[src/rtl/poseidon_pkg.sv]
// Shared definitions for the Poseidon hash core.
//
// Purpose: field element width, sponge arity, the field element type and
// the input framer state encoding, shared by the framer and the core.
// Ports: none (package).
package poseidon_pkg;

  localparam int FIELD_W        = 255;
  localparam int POSEIDON_ARITY = 3;

  typedef logic [FIELD_W-1:0] field_t;

  typedef enum logic [0:0] {
    PASS = 1'b0,
    PAD  = 1'b1
  } framer_state_t;

endpackage

[src/rtl/stream_reg_slice.sv]
// Single-entry valid/ready register slot carrying data plus a last flag.
//
// Purpose: registers one stream beat; accepts a new beat whenever the slot
// is empty or is being drained in the same cycle, so full throughput is
// kept with the consumer always ready.
// Ports:
//   clk, resetn          clock, synchronous active-low reset
//   in_valid/in_ready    upstream handshake
//   in_data/in_last      upstream beat
//   out_valid/out_ready  downstream handshake
//   out_data/out_last    registered beat (held stable while stalled)
module stream_reg_slice #(
  parameter int WIDTH = 255
) (
  input  logic             clk,
  input  logic             resetn,
  input  logic             in_valid,
  output logic             in_ready,
  input  logic [WIDTH-1:0] in_data,
  input  logic             in_last,
  output logic             out_valid,
  input  logic             out_ready,
  output logic [WIDTH-1:0] out_data,
  output logic             out_last
);

  logic             valid_q, valid_d;
  logic [WIDTH-1:0] data_q, data_d;
  logic             last_q, last_d;

  // A load into a full slot is only allowed when the current beat leaves
  // in the same cycle, so the slot stays full across a drain+load.
  always_comb begin
    in_ready = !valid_q || out_ready;
    valid_d  = valid_q;
    data_d   = data_q;
    last_d   = last_q;
    if (in_valid && in_ready) begin
      valid_d = 1'b1;
      data_d  = in_data;
      last_d  = in_last;
    end else if (out_ready) begin
      valid_d = 1'b0;
    end
  end

  always_ff @(posedge clk) begin
    if (!resetn) begin
      valid_q <= 1'b0;
      data_q  <= '0;
      last_q  <= 1'b0;
    end else begin
      valid_q <= valid_d;
      data_q  <= data_d;
      last_q  <= last_d;
    end
  end

  assign out_valid = valid_q;
  assign out_data  = data_q;
  assign out_last  = last_q;

endmodule

[src/rtl/poseidon_input_framer.sv]
// Poseidon input framer.
//
// Purpose: groups the host element stream into frames of ARITY elements,
// flags the final element of each frame with m_last, and completes a
// message that ends mid-frame with PAD_VALUE elements. Counts completed
// frames and emitted padding elements.
// Ports:
//   clk, resetn                  clock, synchronous active-low reset
//   s_valid/s_ready/s_data/s_end host element stream (s_end = message end)
//   m_valid/m_ready/m_data/m_last element stream into the hash core
//   frame_count                  frames handed to the core (wraps)
//   pad_count                    padding elements emitted (wraps)
//   busy                         partial frame, padding or output pending
module poseidon_input_framer
  import poseidon_pkg::*;
#(
  parameter int               WIDTH     = FIELD_W,
  parameter int               ARITY     = POSEIDON_ARITY,
  parameter logic [WIDTH-1:0] PAD_VALUE = '0,
  parameter int               CNT_W     = 16
) (
  input  logic             clk,
  input  logic             resetn,
  input  logic             s_valid,
  output logic             s_ready,
  input  logic [WIDTH-1:0] s_data,
  input  logic             s_end,
  output logic             m_valid,
  input  logic             m_ready,
  output logic [WIDTH-1:0] m_data,
  output logic             m_last,
  output logic [CNT_W-1:0] frame_count,
  output logic [CNT_W-1:0] pad_count,
  output logic             busy
);

  localparam int IDX_W = $clog2(ARITY);
  localparam int PAD_W = $clog2(ARITY);

  localparam logic [0:0]       ST_PASS  = PASS;
  localparam logic [0:0]       ST_PAD   = PAD;
  localparam logic [IDX_W-1:0] LAST_IDX = IDX_W'(ARITY - 1);

  logic [0:0]       state_q, state_d;
  logic [IDX_W-1:0] idx_q, idx_d;
  logic [PAD_W-1:0] pad_left_q, pad_left_d;
  logic [CNT_W-1:0] frame_count_q, frame_count_d;
  logic [CNT_W-1:0] pad_count_q, pad_count_d;

  logic             slot_ready;
  logic             load_valid;
  logic [WIDTH-1:0] load_data;
  logic             load_last;
  logic             host_load;
  logic             pad_load;

  // In PAD the framer itself is the slot's producer and the host is held
  // off; the beat that lands on the final index always closes the frame.
  always_comb begin
    s_ready    = (state_q == ST_PASS) && slot_ready;
    host_load  = s_valid && s_ready;
    pad_load   = (state_q == ST_PAD) && slot_ready;
    load_valid = (state_q == ST_PASS) ? s_valid : 1'b1;
    load_data  = (state_q == ST_PAD) ? PAD_VALUE : s_data;
    load_last  = (idx_q == LAST_IDX);
  end

  stream_reg_slice #(
    .WIDTH(WIDTH)
  ) u_slot (
    .clk      (clk),
    .resetn   (resetn),
    .in_valid (load_valid),
    .in_ready (slot_ready),
    .in_data  (load_data),
    .in_last  (load_last),
    .out_valid(m_valid),
    .out_ready(m_ready),
    .out_data (m_data),
    .out_last (m_last)
  );

  // Frame position, padding bookkeeping and status counters. A message
  // ending on the final index needs no padding; otherwise the remaining
  // beats of the frame are filled one per free slot cycle.
  always_comb begin
    state_d       = state_q;
    idx_d         = idx_q;
    pad_left_d    = pad_left_q;
    frame_count_d = frame_count_q;
    pad_count_d   = pad_count_q;

    if (host_load || pad_load) begin
      idx_d = load_last ? '0 : idx_q + IDX_W'(1);
    end

    if (host_load && s_end && !load_last) begin
      pad_left_d = LAST_IDX - idx_q;
      state_d    = ST_PAD;
    end

    if (pad_load) begin
      pad_left_d  = pad_left_q - PAD_W'(1);
      pad_count_d = pad_count_q + CNT_W'(1);
      if (pad_left_q == PAD_W'(1)) begin
        state_d = ST_PASS;
      end
    end

    if (m_valid && m_ready && m_last) begin
      frame_count_d = frame_count_q + CNT_W'(1);
    end
  end

  always_ff @(posedge clk) begin
    if (!resetn) begin
      state_q       <= ST_PASS;
      idx_q         <= '0;
      pad_left_q    <= '0;
      frame_count_q <= '0;
      pad_count_q   <= '0;
    end else begin
      state_q       <= state_d;
      idx_q         <= idx_d;
      pad_left_q    <= pad_left_d;
      frame_count_q <= frame_count_d;
      pad_count_q   <= pad_count_d;
    end
  end

  assign frame_count = frame_count_q;
  assign pad_count   = pad_count_q;
  assign busy        = (idx_q != '0) || (state_q == ST_PAD) || m_valid;

endmodule

[config.mk]
export PLATFORM = sky130hd
export DESIGN_NAME = poseidon_input_framer
export DESIGN_NICKNAME = d
export VERILOG_FILES = /design/src/rtl/poseidon_pkg.sv /design/src/rtl/stream_reg_slice.sv /design/src/rtl/poseidon_input_framer.sv
export SDC_FILE = /design/constraint.sdc
export NUM_CORES = 1
export LEC_CHECK = 0
export ABC_AREA = 1
export BUFFER_PORTS_ARGS = -buffer_cell sky130_fd_sc_hd__buf_4
export CAP_MARGIN = 20
export CORE_AREA = 4 4 214 216
export CTS_BUF_LIST = sky130_fd_sc_hd__clkbuf_8
export DETAILED_ROUTE_END_ITERATION = 6
export DIE_AREA = 0 0 218 220
export PLACE_DENSITY = 0.51
export SYNTH_ARGS = -nofsm -noshare
export SYNTH_HDL_FRONTEND = slang
export SYNTH_SLANG_ARGS = --single-unit
[constraint.sdc]
create_clock -name clk -period 1.28 [get_ports clk]
set_input_delay 0.064 -clock clk [delete_from_list [all_inputs] [get_ports clk]]
set_output_delay 0.064 -clock clk [all_outputs]
set_load 0.02 [all_outputs]
==> results of run 1 <==
## power groups by stage
stage / logic [mW] / registers (mW) / clock network, mW
CTS: 5.49 / 10.0 / 8.77
finish: 6.03 / 10.1 / 8.48
detailed placement: 4.26 / 10.2 / 0
floorplan: 1.42 / 10.8 / 0
global placement: 4.23 / 10.2 / 0
global route: 6.40 / 10.2 / 9.23
## how the worst min path moves through the flow
stage	depth (start not counted)	slack [ps]	end
global route	4	210	u_slot.out_data[6]$_SDFFE_PN0P_
finish	4	260	u_slot.out_data[6]$_SDFFE_PN0P_
CTS	4	190	u_slot.out_data[248]$_SDFFE_PN0P_
detailed placement	3	320	u_slot.out_data[181]$_SDFFE_PN0P_
global placement	3	310	u_slot.out_data[110]$_SDFFE_PN0P_
floorplan	2	200	u_slot.out_data[114]$_SDFFE_PN0P_
## kinds of logic (layout without fill, tap and decap cells)
| logic type | after synthesis | count (layout) | synth area share, % |
|---|---|---|---|
| buffers and inverters | 133 | 1070 | 6.21 |
| flip-flops | 294 | 294 | 54.9 |
| AO/OA/AOI/OAI | 292 | 292 | 13.7 |
| XOR/XNOR | 4 | 4 | 0.327 |
| adder cells (fa/ha/maj) | 7 | 7 | 0.817 |
| AND/OR/NAND/NOR | 667 | 667 | 24.1 |
## synthesized netlist by cell type
cell type / instances
nand2_1: 575
inv_2: 4
clkinv_1: 1
buf_2: 25
nand4_1: 11
nor3_1: 9
and3_1: 1
nor2_2: 2
buf_4: 28
inv_1: 38
clkbuf_4: 2
o21ai_1: 1
ha_1: 7
buf_6: 3
xor2_1: 3
nor3_2: 1
nor2_1: 50
xnor2_1: 1
clkbuf_1: 32
nand3_1: 17
a211oi_1: 1
dfxtp_1: 294
o21ai_0: 15
a21oi_1: 275
nor2_4: 1
## layout by cell type (no fill, tap or decap), drive strengths merged
cell         Yosys  routed
a211oi           1       1
a21oi          275     275
and3             1       1
buf             56     664
bufbuf           0       2
clkbuf          34      71
clkinv           1       7
clkinvlp         0       1
dfxtp          294     294
dlygate4sd3      0     259
ha               7       7
inv             42      66
nand2          575     575
nand3           17      17
nand4           11      11
nor2            53      53
nor3            10      10
o21ai           16      16
xnor2            1       1
xor2             3       3
## layer usage
metal / vias up / GRT usage, %
met5: - / 0
met4: 0 / 7.71
met3: 121 / 6.04
met2: 474 / 31.6
met1: 5874 / 19.6
li1: 6282 / -
## repair_timing
item                                    4_1_cts  5_1_grt
gates resized for setup                     105      239
setup buffers                                20        4
hold endpoints to repair                    291        0
endpoints found under the setup margin      313      333
pin swaps                                    52       67
hold buffers                                259        0
gates cloned                                  9        9
## flip-flops by register name (all words and copies together) (netlist names)
signal and count:
pad_count 16, state_q 1, idx_q 2, u_slot.out_last 1, pad_left_q 2, u_slot.out_valid 1, u_slot.out_data 255, frame_count 16
## worst max-delay path, cell delays in order (launching register included)
cell       delay, ps
dfxtp_4          360
buf_6            100
nand2_4           40
buf_6            110
o21ai_4          110
buf_12           210
bufbuf_16        280
nand2_1           40
a21oi_1          130
## per-stage QoR
step           util (%)  cells  hold WS, ps
3_3_place_gp       36.5   2531          314
2_1_floorplan         -   1397          204
6_report           49.0   2926          259
5_1_grt            49.0   2926          214
3_5_place_dp       36.5   2531          322
4_1_cts            46.6   2913          190
## area by class of cell
class | count | share of cell area [%]
clock buffer | 64 | 4.09
clock inverter | 31 | 0.587
inverter | 43 | 0.825
multi-input combinational | 970 | 24.3
sequential | 294 | 27.4
tap | 592 | 3.44
timing repair buffer | 932 | 39.3
==> impl_metrics.json, run 1 <==
{
  "slew_headroom_pct": 78.6,
  "cp-start-kind": "flip-flop",
  "finClkSkew_ps": 26.3,
  "powerDensity_nw_per_um2": 1140,
  "multi_input_area_um2": 5240,
  "synth_area_leaders": "dfxtp_1 (55%), nand2_1 (20%), a21oi_1 (13%)",
  "cts_root_buffer": "clkbuf_8",
  "r2r-start": "u_slot.out_valid$_SDFFE_PN0P_",
  "grt-ovfl-total": 0,
  "grt_pass1_wl_um": 68900,
  "fillCellCount": 4132,
  "crit_end": "u_slot.out_data[160]$_SDFFE_PN0P_",
  "final_max_slew_viol_count": 0,
  "drtPass1Iterations": 5,
  "total_power_mw": 24.6,
  "portBuffers": 550,
  "final_area_um2": 21500,
  "viasPerCell": 4.36,
  "cts_tree": "done",
  "avgSynthCellArea_um2": 7.68,
  "antenna_found_initial": 0,
  "routabilityCongestion": 0.815,
  "power_frac_comb_pct": 24.5,
  "peakVddDrop_mv": 0.750,
  "insertion_delay_ps": 610,
  "sw_frac_of_total_pct": 29.7,
  "rsz0062_at_grt": "true",
  "endpoint_kind": "flip-flop",
  "crit_arrival_ps": 2040,
  "dieArea_um2": 48000,
  "fin_crit_sh_pct": 117,
  "ant_nets": 0,
  "syn-num-nets": 1664,
  "regArea_um2": 5900,
  "worst-r2r-cell-count": 8,
  "clk_pin_slew_ps": 70,
  "finalCriticalPeriod_ps": 1500,
  "cts_max_path_buffers": 3,
  "status": "finished, violations left",
  "wl_met2_um": 24000,
  "htreeDepth": 2,
  "setup_viol": 287,
  "synth_area_um2": 10700,
  "r2r-end": "u_slot.out_data[160]$_SDFFE_PN0P_",
  "finalNetCount": 2561,
  "wl_per_cell_um": 16.3,
  "drive_gt1_share_pct": 42.1,
  "antenna_cells": 0,
  "tns_ps": -40890,
  "hpwl_um": 30400,
  "numCtsBuffers": 53,
  "path_max_fanout": 9,
  "min_from": "s_data[6]",
  "fp.dieW_um": 218,
  "met3_length_um": 3880,
  "wl_met1_um": 18200,
  "setup_ws_ps": -223,
  "ys_ff_latch": 294,
  "first_global_vias": 12700,
  "synth_area_leader_cell": "dfxtp_1",
  "seq_area_frac_synth_pct": 54.9,
  "highest_layer": "met4",
  "p_seq_share_pct": 41.1,
  "clock_sinks": 294,
  "p_switching_mw": 7.32,
  "die_h_um": 220,
  "pre_cts_ws_ps": -138,
  "row_count": 77,
  "drt-initial-drc-count": 591,
  "syn_to_final_growth_pct": 101,
  "critPathKind": "reg -> reg",
  "hold_path.class": "in -> reg",
  "pin_count": 551,
  "grt_usage_pct": 17.9,
  "tightest_slew_ps": 321,
  "hold_violations": 0,
  "ys_types": 25,
  "required_ps": 1810,
  "synth_cells": 1397,
  "reg2reg_setup_slack_ps": -220,
  "postPlaceCellArea_um2": 16000,
  "routed_wl_um": 47800,
  "drc_errors": 0,
  "initial_core_util_pct": 24.4,
  "cp-startpoint": "u_slot.out_valid$_SDFFE_PN0P_",
  "violations": "setup timing",
  "core_area_um2": 43900,
  "power.share.clock_pct": 34.4,
  "synth_top_area_share_pct": 54.9,
  "vias": 12800,
  "max_freq_mhz": 666,
  "grt_max_degree": 49,
  "internal_power_mw": 17.3,
  "yosys_warnings": 0,
  "drv_cap": 0,
  "p_leak_nw": 9.78
}
Note: power is estimated with default switching activity, not from simulation.
==> run 2: changes to the inputs <==
--- a/config.mk
+++ b/config.mk
@@ -8,11 +8,13 @@
 export ABC_AREA = 1
 export BUFFER_PORTS_ARGS = -buffer_cell sky130_fd_sc_hd__buf_4
 export CAP_MARGIN = 20
-export CORE_AREA = 4 4 214 216
-export CTS_BUF_LIST = sky130_fd_sc_hd__clkbuf_8
+export CELL_PAD_IN_SITES_DETAIL_PLACEMENT = 2
+export CELL_PAD_IN_SITES_GLOBAL_PLACEMENT = 2
+export CORE_ASPECT_RATIO = 0.7
+export CORE_MARGIN = 4
+export CORE_UTILIZATION = 21
 export DETAILED_ROUTE_END_ITERATION = 6
-export DIE_AREA = 0 0 218 220
-export PLACE_DENSITY = 0.51
+export PLACE_DENSITY = 0.76
 export SYNTH_ARGS = -nofsm -noshare
 export SYNTH_HDL_FRONTEND = slang
 export SYNTH_SLANG_ARGS = --single-unit
==> run 2 against run 1 <==
  * The run still ends with setup timing left
  * Count of clock-buffer cells in the layout down 14
  * Global-route usage up 5.7 points
  * Largest cell class unchanged
  * Hold slack better by 16 ps
  * Highest routed layer is now met5
  * Non-clock buffer count up 11
  * Critical path depth up 1
  * Combinational power up 9.3%
  * Routed wire length up 65%
  * Sequential share of layout area down 0.42 points
  * Cell area up 1.9%
==> impl_metrics.json, run 2 (same netlist as run 1, synthesis figures left out) <==
{
  "p_seq_share_pct": 38.5,
  "postPlaceCellArea_um2": 16300,
  "grt_max_degree": 71,
  "wl_met2_um": 42800,
  "insertion_delay_ps": 590,
  "antenna_found_initial": 10,
  "met3_length_um": 3790,
  "finClkSkew_ps": 17.0,
  "portBuffers": 550,
  "routabilityCongestion": 0.783,
  "fin_crit_sh_pct": 123,
  "final_max_slew_viol_count": 0,
  "internal_power_mw": 18.1,
  "syn_to_final_growth_pct": 105,
  "vias": 14000,
  "drv_cap": 0,
  "routed_wl_um": 78700,
  "grt_usage_pct": 23.6,
  "final_common_cell": "buf_4",
  "setup_viol": 299,
  "slew_headroom_pct": 66.6,
  "fp.dieW_um": 278,
  "sw_frac_of_total_pct": 31.5,
  "highest_layer": "met5",
  "path_max_fanout": 13,
  "finalNetCount": 2550,
  "fin_hold_ws_ps": 275,
  "clk_pin_slew_ps": 70,
  "p_switching_mw": 8.31,
  "cts_root_buffer": "clkbuf_16",
  "dp.cells": 2619,
  "htreeDepth": 1,
  "hold_path.class": "in -> reg",
  "hpwl_um": 38300,
  "pin_count": 551,
  "peakVddDrop_mv": 0.772,
  "cp-start-kind": "flip-flop",
  "largest_reg_flops": 255,
  "powerDensity_nw_per_um2": 1200,
  "dieArea_um2": 54800,
  "power_frac_comb_pct": 25.0,
  "critPathKind": "reg -> reg",
  "fin_util_pct": 44.0,
  "drt-initial-drc-count": 631,
  "wl_per_cell_um": 26.4,
  "initial_core_util_pct": 21.5,
  "final_area_um2": 21900,
  "rsz0062_at_grt": "true",
  "crit_arrival_ps": 2060,
  "first_global_vias": 16100,
  "hold_violations": 0,
  "clock_sinks": 294,
  "ant_nets": 0,
  "grt-ovfl-total": 0,
  "wl_met1_um": 28500,
  "die_h_um": 197,
  "required_ps": 1770,
  "core_area_um2": 49900,
  "power.share.clock_pct": 36.5,
  "drtPass1Iterations": 5,
  "drive_gt1_share_pct": 43.8,
  "mostFrequentLayoutCells": "buf_4 (612), nand2_1 (493), dfxtp_1 (278)",
  "fillCellCount": 5357,
  "setup_ws_ps": -289,
  "drc_errors": 0,
  "total_power_mw": 26.4,
  "max_freq_mhz": 637,
  "numCtsBuffers": 31,
  "p_leak_nw": 9.55,
  "viasPerCell": 4.69,
  "violations": "setup timing",
  "fin_cells": 2983,
  "grt_pass1_wl_um": 101000,
  "finalCriticalPeriod_ps": 1570,
  "tightest_slew_ps": 501,
  "cts_tree": "done",
  "endpoint_kind": "flip-flop",
  "row_count": 68,
  "cts_max_path_buffers": 3,
  "status": "finished, violations left"
}
==> run 2: cell types whose count changed in the layout (fill, tap and decap cells not counted), moves of 12 or more <==
cell and delta:
clkbuf_1 +12, a21oi_2 +40, buf_12 +12, clkbuf_16 +34, nand2_1 +23, a21oi_1 -46
inv_1 -25, clkbuf_8 -57, nand2_4 -15
==> run 2: worst max-delay path: stages, from the launching register on <==
cell,delay (ps)
dfxtp_4,370
inv_4,70
nor2_4,40
nor2_4,130
nand2_2,80
clkinv_4,100
buf_12,170
clkbuf_16,190
nand2_1,80
a21oi_1,210
==> run 2: worst paths after layout <==
path | startpoint | end | slack [ps] | cells past startpoint
min | s_data[223] | u_slot.out_data[223]$_SDFFE_PN0P_ | 270 | 4
min reg2reg | u_slot.out_data[128]$_SDFFE_PN0P_ | u_slot.out_data[128]$_SDFFE_PN0P_ | 470 | 2
max reg2reg | u_slot.out_valid$_SDFFE_PN0P_ | u_slot.out_data[150]$_SDFFE_PN0P_ | -290 | 9
max | u_slot.out_valid$_SDFFE_PN0P_ | u_slot.out_data[150]$_SDFFE_PN0P_ | -290 | 9
==> run 2: what timing repair did <==
| item | 4_1_cts | 5_1_grt |
|---|---|---|
| hold buffers | 259 | 0 |
| endpoints found under the setup margin | 309 | 320 |
| resized for setup | 39 | 347 |
| buffers inserted | 9 | 16 |
| cloned | 3 | 10 |
| pin swaps | 4 | 52 |
| endpoints found under the hold margin | 271 | 0 |
==> run 2: stage by stage <==
stage	setup TNS, ps	setup WS, ps
floorplan	-1310	-54.2
global route	-62350	-363
detailed placement	-29310	-249
CTS	-38320	-243
finish	-44920	-289
global placement	-9460	-151
==> run 2: area by class of cell <==
cell class	instances	area, µm²	share of cell area (%)
multi-input cells	970	5430	24.8
clock buffers	50	917	4.18
diodes	11	27.5	0.126
clock inverters	7	96.3	0.439
repair buffers	943	8530	38.9
well taps	665	832	3.79
flip-flops and latches	294	5920	27.0
inverters	43	176	0.804
==> run 2: metal layers <==
metal / vias to the layer above / global-route usage [%]
met4: 2 / 8.57
li1: 6250 / -
met5: - / 0
met2: 510 / 45.9
met3: 183 / 5.47
met1: 7041 / 24.8
==> run 2: power groups by stage <==
stage,registers [mW],logic (mW),clock network [mW]
CTS,10.0,5.38,9.62
floorplan,10.8,1.42,0
detailed placement,10.2,4.48,0
global placement,10.2,4.35,0
finish,10.1,6.59,9.63
global route,10.2,6.90,10.2
==> run 3: changes to the inputs <==
--- a/config.mk
+++ b/config.mk
@@ -14,7 +14,7 @@
 export CORE_MARGIN = 4
 export CORE_UTILIZATION = 21
 export DETAILED_ROUTE_END_ITERATION = 6
-export PLACE_DENSITY = 0.76
+export PLACE_DENSITY = 0.73
 export SYNTH_ARGS = -nofsm -noshare
 export SYNTH_HDL_FRONTEND = slang
 export SYNTH_SLANG_ARGS = --single-unit
==> run 3 against run 2 <==
  * The flow still finishes with violations (setup timing)
  * Die area unchanged
  * Non-clock buffer count up 29
  * Register-to-register slack got worse by 20 ps
  * Power rose by 6.6%
  * Highest routed layer is now met4
==> impl_metrics.json, run 3 (same netlist as run 1, synthesis figures left out) <==
{
  "postPlaceCellArea_um2": 16300,
  "hpwl_um": 38700,
  "tightest_slew_ps": 370,
  "crit_arrival_ps": 2020,
  "clk_pin_slew_ps": 80,
  "insertion_delay_ps": 540,
  "grt_usage_pct": 24.2,
  "syn_to_final_growth_pct": 114,
  "min_from": "s_data[246]",
  "hold_path_depth": 4,
  "max_freq_mhz": 630,
  "grt-ovfl-total": 0,
  "largest_reg_flops": 255,
  "grt_pass1_wl_um": 103000,
  "drive_gt1_share_pct": 46.4,
  "endpoint_kind": "flip-flop",
  "grt_max_degree": 50,
  "fin_cells": 3018,
  "r2r-end": "u_slot.out_data[75]$_SDFFE_PN0P_",
  "hold_path.class": "in -> reg",
  "htreeDepth": 2,
  "initial_core_util_pct": 21.5,
  "fp.dieW_um": 278,
  "slew_headroom_pct": 75.3,
  "finalNetCount": 2583,
  "antenna_found_initial": 11,
  "routed_wl_um": 81800,
  "violations": "setup timing",
  "setup_ws_ps": -308,
  "first_global_vias": 16100,
  "pre_cts_ws_ps": -228,
  "final_max_slew_viol_count": 0,
  "core_area_um2": 49900,
  "reg2reg_setup_slack_ps": -310,
  "viasPerCell": 4.75,
  "path_max_fanout": 5,
  "setup_viol": 293,
  "p_leak_nw": 10.1,
  "hold_violations": 0,
  "cts_root_buffer": "clkbuf_16",
  "finClkSkew_ps": 37.1,
  "cp-startpoint": "u_slot.out_valid$_SDFFE_PN0P_",
  "ant_nets": 0,
  "drv_cap": 0,
  "drc_errors": 0,
  "portBuffers": 550,
  "wl_per_cell_um": 27.1,
  "final_common_cell": "buf_4",
  "fin_hold_ws_ps": 343,
  "fin_crit_sh_pct": 124,
  "peakVddDrop_mv": 0.769,
  "r2r-start": "u_slot.out_valid$_SDFFE_PN0P_",
  "routabilityCongestion": 0.775,
  "drtPass1Iterations": 5,
  "cts_max_path_buffers": 3,
  "finalCriticalPeriod_ps": 1590,
  "cts_tree": "done",
  "worst-r2r-cell-count": 8,
  "tns_ps": -38000,
  "numCtsBuffers": 35,
  "vias": 14300,
  "rsz0062_at_grt": "true",
  "cp-start-kind": "flip-flop",
  "dieArea_um2": 54800,
  "mostFrequentLayoutCells": "buf_4 (612), nand2_1 (435), dfxtp_1 (285)",
  "fillCellCount": 5216,
  "fin_util_pct": 46.1,
  "powerDensity_nw_per_um2": 1220,
  "die_h_um": 197,
  "clock_sinks": 294,
  "critPathKind": "reg -> reg",
  "required_ps": 1710,
  "dp.cells": 2611,
  "status": "finished, violations left",
  "total_power_mw": 28.1,
  "whs_endpoint": "u_slot.out_data[246]$_SDFFE_PN0P_",
  "final_area_um2": 23000,
  "row_count": 68,
  "pin_count": 551,
  "drt-initial-drc-count": 574
}
[run 3: final cells by class]
type,instances,area [µm²],area share [%]
inverters,43,191,0.834
repair buffers,972,9110,39.7
clock inverters,7,78.8,0.343
well taps,665,832,3.62
multi-input cells,970,5750,25.0
clock buffers,56,1080,4.69
flip-flops and latches,294,5900,25.7
diodes,11,27.5,0.120
[run 3: how the worst max path moves through the flow]
| stage | depth (start not counted) | end |
|---|---|---|
| 2_1_floorplan | 9 | u_slot.out_data[114]$_SDFFE_PN0P_ |
| 3_3_place_gp | 8 | pad_count[11]$_SDFFE_PN0P_ |
| 3_5_place_dp | 8 | pad_count[11]$_SDFFE_PN0P_ |
| 4_1_cts | 5 | busy |
| 5_1_grt | 9 | u_slot.out_data[75]$_SDFFE_PN0P_ |
| 6_report | 8 | u_slot.out_data[75]$_SDFFE_PN0P_ |
[run 3: per-layer routing]
layer	vias to the layer above	wire, µm	GRT usage (%)
li1	6334	-	-
met5	-	0	0
met3	232	4000	5.59
met4	0	4550	9.81
met2	570	44200	47.3
met1	7211	29000	24.9
[run 3: worst max-delay path, cell delays in order (launching register included)]
cell	delay (ps)
dfxtp_4	370
buf_6	100
nand2_4	60
o21ai_4	130
buf_12	170
buf_16	130
buf_8	120
nand2_1	110
a21oi_1	310
[run 3: repair_timing]
| action | in CTS | in global routing |
|---|---|---|
| resized for setup | 155 | 334 |
| buffers inserted | 26 | 18 |
| endpoints found under the hold margin | 260 | 0 |
| endpoints found under the setup margin | 283 | 302 |
| cloned | 10 | 22 |
| hold buffers | 259 | 0 |
| pin swaps | 33 | 57 |
[run 3: where the power goes]
part | switching, mW | internal [mW]
clock | 4.62 | 6.01
combinational | 3.82 | 3.49
sequential | 0.472 | 9.70
